<file path="src/rtl/cla_add_pkg.sv">
// Shared types and constants for the nibble-serial carry-lookahead adder.
package cla_add_pkg;

    typedef enum logic [1:0] {
        IDLE = 2'd0,
        RUN  = 2'd1,
        DONE = 2'd2
    } state_t;

    localparam int SLICE_W = 4;

    // Width of the nibble index; a single-nibble adder still needs one bit.
    function automatic int idx_width(input int nib);
        return (nib > 1) ? $clog2(nib) : 1;
    endfunction

endpackage

</file>
<file path="src/rtl/cla_4_bit_slice.sv">
// Combinational 4-bit carry-lookahead adder slice; also exports the carry into bit 3.
module cla_4_bit_slice
    import cla_add_pkg::*;
(
    input  logic [SLICE_W-1:0] x,
    input  logic [SLICE_W-1:0] y,
    input  logic               ci,
    output logic [SLICE_W-1:0] s,
    output logic               co,
    output logic               c3
);

    logic [SLICE_W-1:0] p_s;
    logic [SLICE_W-1:0] g_s;
    logic               c1_s;
    logic               c2_s;
    logic               c3_s;
    logic               c4_s;

    assign p_s = x ^ y;
    assign g_s = x & y;

    // Every carry is a flat sum of generate/propagate products, never a ripple.
    assign c1_s = g_s[0] | (p_s[0] & ci);
    assign c2_s = g_s[1] | (p_s[1] & g_s[0]) | (p_s[1] & p_s[0] & ci);
    assign c3_s = g_s[2] | (p_s[2] & g_s[1]) | (p_s[2] & p_s[1] & g_s[0])
                | (p_s[2] & p_s[1] & p_s[0] & ci);
    assign c4_s = g_s[3] | (p_s[3] & g_s[2]) | (p_s[3] & p_s[2] & g_s[1])
                | (p_s[3] & p_s[2] & p_s[1] & g_s[0])
                | (p_s[3] & p_s[2] & p_s[1] & p_s[0] & ci);

    assign s  = p_s ^ {c3_s, c2_s, c1_s, ci};
    assign co = c4_s;
    assign c3 = c3_s;

endmodule

</file>
<file path="src/rtl/carry_lookahead_serial_adder.sv">
// Multi-cycle WIDTH-bit adder: one CLA nibble per clock, LSB nibble first.
// Define CLA_ADD_OVF_EN to add the signed-overflow output ovf.
module carry_lookahead_serial_adder
    import cla_add_pkg::*;
#(
    parameter int WIDTH = 16
) (
    input  logic             clk,
    input  logic             rst_n,
    input  logic             in_valid,
    output logic             in_ready,
    input  logic [WIDTH-1:0] a,
    input  logic [WIDTH-1:0] b,
    input  logic             cin,
    output logic             out_valid,
    input  logic             out_ready,
    output logic [WIDTH-1:0] sum,
    output logic             cout,
    output logic             busy
`ifdef CLA_ADD_OVF_EN
    ,
    output logic             ovf
`endif
);

    localparam int NIB   = WIDTH / SLICE_W;
    localparam int IDX_W = idx_width(NIB);

    state_t             state_r;
    logic [IDX_W-1:0]   idx_r;
    logic [WIDTH-1:0]   a_r;
    logic [WIDTH-1:0]   b_r;
    logic               carry_r;

    logic [SLICE_W-1:0] x_s;
    logic [SLICE_W-1:0] y_s;
    logic [SLICE_W-1:0] s_s;
    logic               co_s;
    logic               c3_s;
    logic               last_s;

    assign x_s    = a_r[{idx_r, 2'b00} +: SLICE_W];
    assign y_s    = b_r[{idx_r, 2'b00} +: SLICE_W];
    assign last_s = (idx_r == IDX_W'(NIB - 1));

    cla_4_bit_slice u_slice (
        .x  (x_s),
        .y  (y_s),
        .ci (carry_r),
        .s  (s_s),
        .co (co_s),
        .c3 (c3_s)
    );

`ifndef CLA_ADD_OVF_EN
    logic c3_unused_s;
    assign c3_unused_s = c3_s;
`endif

    // Handshake flags decode directly from the state register.
    assign in_ready  = (state_r == IDLE) && rst_n;
    assign out_valid = (state_r == DONE);
    assign busy      = (state_r != IDLE);

    // Sequencer: accept operands, step one nibble per cycle, hold the result until taken.
    always_ff @(posedge clk) begin
        if (!rst_n) begin
            state_r <= IDLE;
            idx_r   <= {IDX_W{1'b0}};
            a_r     <= {WIDTH{1'b0}};
            b_r     <= {WIDTH{1'b0}};
            carry_r <= 1'b0;
            sum     <= {WIDTH{1'b0}};
            cout    <= 1'b0;
`ifdef CLA_ADD_OVF_EN
            ovf     <= 1'b0;
`endif
        end else begin
            case (state_r)
                IDLE: begin
                    if (in_valid && in_ready) begin
                        a_r     <= a;
                        b_r     <= b;
                        carry_r <= cin;
                        idx_r   <= {IDX_W{1'b0}};
                        state_r <= RUN;
                    end
                end
                RUN: begin
                    sum[{idx_r, 2'b00} +: SLICE_W] <= s_s;
                    carry_r <= co_s;
                    idx_r   <= idx_r + IDX_W'(1);
                    if (last_s) begin
                        cout    <= co_s;
`ifdef CLA_ADD_OVF_EN
                        // Signed overflow: carry into the sign bit differs from carry out of it.
                        ovf     <= c3_s ^ co_s;
`endif
                        state_r <= DONE;
                    end
                end
                DONE: begin
                    if (out_ready) begin
                        state_r <= IDLE;
                    end
                end
                default: begin
                    state_r <= IDLE;
                end
            endcase
        end
    end

endmodule

</file>
<file path="config.mk">
export PLATFORM = sky130hd
export DESIGN_NAME = carry_lookahead_serial_adder
export DESIGN_NICKNAME = d
export VERILOG_FILES = /design/src/rtl/cla_add_pkg.sv /design/src/rtl/cla_4_bit_slice.sv /design/src/rtl/carry_lookahead_serial_adder.sv
export SDC_FILE = /design/constraint.sdc
export NUM_CORES = 1
export LEC_CHECK = 0
export BUFFER_PORTS_ARGS = -buffer_cell sky130_fd_sc_hd__buf_2
export CAP_MARGIN = 20
export CORE_MARGIN = 8
export CORE_UTILIZATION = 50
export CTS_BUF_LIST = sky130_fd_sc_hd__clkbuf_8
export CTS_CLUSTER_SIZE = 24
export DETAILED_ROUTE_END_ITERATION = 7
export PLACE_DENSITY = 0.75
export SETUP_SLACK_MARGIN = 0.2
export SLEW_MARGIN = 40
export SYNTH_ARGS = -nofsm -noshare
export SYNTH_HDL_FRONTEND = slang
export SYNTH_HIERARCHICAL = 1
export SYNTH_SLANG_ARGS = --single-unit
</file>
<file path="constraint.sdc">
create_clock -name clk -period 3.2 [get_ports clk]
set_input_delay 0.8 -clock clk [delete_from_list [all_inputs] [get_ports clk]]
set_output_delay 0.8 -clock clk [all_outputs]
set_load 0.05 [all_outputs]
</file>
# After elaboration in Yosys (flattened, before gate mapping)
# Cells that the tools add are included.
# Widths: inputs -> output; s select.
# word_totals
reg_bits,54
in_bits,37
out_inout_bits,20
elab_cells,66
# classes
n_addsub,2
n_eq_ne,6
shift,4
mux,9
n_bitwise,29
n_reduce_logical,9
# ops
op,n
$shiftx 16x5->4,2
$and 1x1->1,16
$bwmux 16,1
$shift 4x6->16 const A,1
$shiftx 4x6->16,1
$or 1x1->1,10
$mux 2,4
$xor 4x4->4,2
$neg 4->6,1
$pmux 2 s3,1
$reduce_and 2->1,3
$and 4x4->4,1
$eq 2x2->1 const B,2
$ne 2x1->1 const B,2
$pmux 2 s2,1
$reduce_bool 2->1,2
$reduce_and 3->1,1
$add 2x1->2 const B,1
$eq 2x1->1 const B,1
$logic_and 1x1->1,2
$logic_not 2->1,1
$ne 2x2->1 const B,1
$pmux 1 s2,1
$mux 1,1

# Depth between registers and ports, before layout
# depth
word_depth,9
depth_mapped,8
mapped_depth_nobuf,7

# By module
# The synthesis kept the hierarchy.
# by_module_without_submodules
mod,n_inst,cells_per_inst,area_each_um2,seq_area_each_um2
carry_lookahead_serial_adder,1,250,2215.9,1081.0
cla_4_bit_slice,1,18,155.1,0.0

# Least setup slack after synthesis
# Ideal clock, no wire load.
# synth_timing
path_type,input to output
start,input port rst_n
end,output port in_ready
t_arrival_ns,1.793
required_ns,2.400
path_slack_ns,0.607
stages,3
n_path_buf,1
path_cell_list,clkbuf_1 > inv_1 > nor2_1
# synth_via
elab_chain_len,1
# synth_lines
item,line,source
start: declaration,carry_lookahead_serial_adder.sv:9,"input logic rst_n,"
$logic_and 1x1->1,carry_lookahead_serial_adder.sv:61,assign in_ready = (state_r == IDLE) && rst_n;
end: declaration,carry_lookahead_serial_adder.sv:11,"output logic in_ready,"
# No other way between the ends.

# Worst setup path after layout
# layout_timing
start,register idx_r[0]
end,register sum[3]
# layout_via
word_cells_on_any_way,24
cone_classes,1 x add/sub; 4 x shift; 1 x mux; 18 x bitwise
# layout_lines
item,line,source
start: declaration,carry_lookahead_serial_adder.sv:30,logic [IDX_W-1:0] idx_r;
start signal: assignment,carry_lookahead_serial_adder.sv:69,idx_r <= {IDX_W{1'b0}};
start signal: assignment,carry_lookahead_serial_adder.sv:85,idx_r <= {IDX_W{1'b0}};
start signal: assignment,carry_lookahead_serial_adder.sv:92,idx_r <= idx_r + IDX_W'(1);
$shiftx 16x5->4 *,carry_lookahead_serial_adder.sv:43,"assign y_s = b_r[{idx_r, 2'b00} +: SLICE_W];"
net y_s[0],carry_lookahead_serial_adder.sv:36,logic [SLICE_W-1:0] y_s;
$and 4x4->4 / $xor 4x4->4 (equally long branches),"cla_4_bit_slice.sv:21, cla_4_bit_slice.sv:20",
"$and 1x1->1, on equally long branches","cla_4_bit_slice.sv:26, cla_4_bit_slice.sv:27",
$or 1x1->1 / $and 1x1->1 (equally long branches),"cla_4_bit_slice.sv:26, cla_4_bit_slice.sv:27",
$or 1x1->1 *,cla_4_bit_slice.sv:27,| (p_s[2] & p_s[1] & p_s[0] & ci);
net c3_s,carry_lookahead_serial_adder.sv:39,logic c3_s;
$xor 4x4->4 *,cla_4_bit_slice.sv:32,"assign s = p_s ^ {c3_s, c2_s, c1_s, ci};"
net s_s[3],carry_lookahead_serial_adder.sv:37,logic [SLICE_W-1:0] s_s;
$shiftx 4x6->16 *,carry_lookahead_serial_adder.sv:90,"sum[{idx_r, 2'b00} +: SLICE_W] <= s_s;"
$bwmux 16 *,carry_lookahead_serial_adder.sv:90,
end signal: assignment,carry_lookahead_serial_adder.sv:73,sum <= {WIDTH{1'b0}};
end signal: indexed assignment,carry_lookahead_serial_adder.sv:90,
end: declaration,carry_lookahead_serial_adder.sv:17,"output logic [WIDTH-1:0] sum,"
# Mark *: on every way through the listed nets, which the timed path passes. The rest lies on a longest branch.
# A chain may end at the register's enable or synchronous reset.

==> parameters.txt <==
Parameter                              Value

Outcome
  Run status    finished clean

Placed design
  Port Buf Inserts    56
  Number of cells after detailed placement    365
  Cell area after placement    0.00266 mm^2
  Estimated wirelength of the detail-placed design    3900 um
  Weighted congestion at the end of routability-driven global placement    0.850

Clocking
  Num Clock Sinks    54
  Post-CTS setup buffers    0
  Clock slew at reported path FFs    0.09 ns
  Clock buffers created by TritonCTS    5
  Clock Path Buffers    2
  Hold Buf Count CTS    0
  Clock tree from TritonCTS    yes
  Clock root buffer    clkbuf_8
  H-tree lvl count    2
  Number of gates resized after cts    0
  Clock Latency Late Sink    0.30 ns

Logic synthesis
  Ranking of synthesized cells by area    dfxtp_1 46%, nand2_1 13%, mux4_2 7.6%
  Flip-flop cell with the highest count after synthesis    dfxtp_1
  Number of warnings reported in the yosys synthesis log    6
  Sequential element share of the synthesized area    0.456
  Leading area contributor after synthesis    dfxtp_1
  Fraction of registers with async set or reset after synthesis    0
  Average cell area after synthesis    8.85 um^2
  Count of state elements after synthesis    54
  Synthesized instance count    268
  Mapped Area    0.00237 mm^2
  Post-synthesis net count    316
  Number of synthesized flops with an enable pin    0
  Fraction of synthesized cell area taken by the top area cell type    0.456
  Number of unique standard cell types used by synthesis    36

Drt
  First-pass DRT Iterations    4
  Total wire length after detailed routing    5160 um
  Initial detailed-routing violation count    66
  Via count    1969
  Drt drc    0
  Detail Route Antenna Nets    0
  Wire per inst    13.9 um
  Vias per inst    5.29

Power and ir drop
  Worst voltage drop across the vdd grid    0.268 mV
  Total power draw    1.27 mW
  Leak Pwr    1.18 nW
  Cell area power density    464 mW/mm^2

Timing
  Pins Over Slew Limit    0
  Ratio of final minimum period to clock period    0.829
  Final number of hold-violating endpoints    0
  Final setup violating endpoints    0
  Final Skew    0.00355 ns
  Minimum period implied by the final worst setup slack    2.65 ns
  Slew headroom    0.611
  Worst Max-Slew Pin Slew    0.583 ns
  Highest Clock Rate    377 MHz
  Final worst hold slack    0.458 ns
  Sum of negative setup slack    0 ns
  Unrepaired setup endpoints after global routing    false

Worst hold path
  Worst min-delay path class    flop to flop
  Startpoint of the most critical hold path    cout$_SDFFE_PN0P_

Flow run
  Maxcap violations    0

Floorplanning
  Ports placed on the boundary    57
  Die area    0.00720 mm^2
  Die extent in x    84.9 um
  # rows    25
  Die height    84.9 um
  Standard cell core area    0.00466 mm^2
  Initial Utilization    0.509

Worst setup path
  CP Launch Point    idx_r[0]$_SDFFE_PN0P_
  Sort of element at the end of the critical path    flop
  Worst Path Required    3.43 ns
  Critical path class    flop to flop
  Element type at the critical path start    flop
  Arrival time reported for the critical path endpoint    2.88 ns
  Largest fanout on the critical path    10
  Critical register-to-register path startpoint    idx_r[0]$_SDFFE_PN0P_

Cells and area
  Non-filler instance count after layout    372
  Inserted Diodes    0
  Most common cell after layout, fill and taps aside    nand2_1
  Commonest cells after routing, fill and taps aside    82 x nand2_1, 56 x buf_2, 54 x dfxtp_1, 34 x o21ai_0, 12 x o22ai_1
  Number of inserted filler cells in the final layout    433
  Total number of nets in the final design    366
  Finished Cell Area    0.00274 mm^2
  Layout overhead on the synthesized area    15.6%
  Sequential cell area    0.00108 mm^2
  Share of layout cells above drive strength 1    0.239
  Area used by multi-input combinational logic    0.00118 mm^2

Global route
  Initial antenna violation count    0
  Vias in the first global route    1976
  First-pass GRT wire length    8940 um
  Total overflow reported by the global router    0
  Global-route total usage across every layer    0.150
  Maximum number of pins on one net before global-route repair    52
## worst max-delay path: stages (launching register included)
cell and delay [ns]:
dfxtp_1 0.70, mux4_2 0.61, ha_1 0.32, a211oi_2 0.27
o21bai_2 0.12, xor2_1 0.23, nand2_1 0.15, o22ai_1 0.19
## per-layer routing
| layer | share of wire | vias to the layer above | GRT usage |
|---|---|---|---|
| li1 | - | 1007 | - |
| met1 | 0.44 | 900 | 0.166 |
| met2 | 0.50 | 56 | 0.267 |
| met3 | 0.053 | 6 | 0.0444 |
| met4 | 0.0093 | 0 | 0.0502 |
| met5 | 0 | - | 0 |
## per-stage QoR
stage,utilization,setup slack (ns)
6_report,0.588,0.547
5_1_grt,0.588,0.308
4_1_cts,0.588,0.539
3_5_place_dp,0.572,0.560
3_3_place_gp,0.572,0.681
2_1_floorplan,-,0.607
## synthesized netlist by cell type (all sizes together) (2+ instances only)
cell type and n:
a21oi 5, a22o 4, and3b 2, buf 7, clkbuf 9, dfxtp 54
ha 10, inv 8, mux2i 2, mux4 8, nand2 82, nand2b 2
nand4 2, nor2 6, nor2b 2, nor3 2, o21ai 34, o22ai 12
xor2 2
## report_power, final
group	internal, mW	switching, mW
combinational	0.0806	0.111
clock	0.145	0.202
sequential	0.707	0.0262
## state kept, by name, summed over array words and instances (netlist names)
name     flops
a_r         16
b_r         16
sum         16
idx_r        2
state_r      2
carry_r      1
cout         1
## kinds of logic (layout without fill, tap and decap cells)
group           after synthesis  count (layout)  share of synthesized area
simple gates                107             107                      0.197
buf+inv                      24              74                     0.0454
fa+ha+maj                    11              11                     0.0612
flops                        54              54                      0.456
compound gates               59              59                      0.145
mux                          10              10                     0.0844
xor+xnor                      3               3                     0.0111
## area by class of cell
type	count	area share
inverters	8	0.0110
flip-flops and latches	54	0.395
clock buffers	5	0.0251
clock inverters	2	0.00274
well taps	54	0.0247
multi-input cells	190	0.432
repair buffers	59	0.111
## path summary, 6_finish.rpt
path | slack [ns] | depth (start not counted) | to
setup / recovery | 0.55 | 7 | sum[3]$_SDFFE_PN0P_
setup reg to reg | 0.55 | 7 | sum[3]$_SDFFE_PN0P_
hold / removal | 0.46 | 2 | cout$_SDFFE_PN0P_
hold reg to reg | 0.46 | 2 | cout$_SDFFE_PN0P_
No activity file was read; power rests on OpenSTA's default activity.
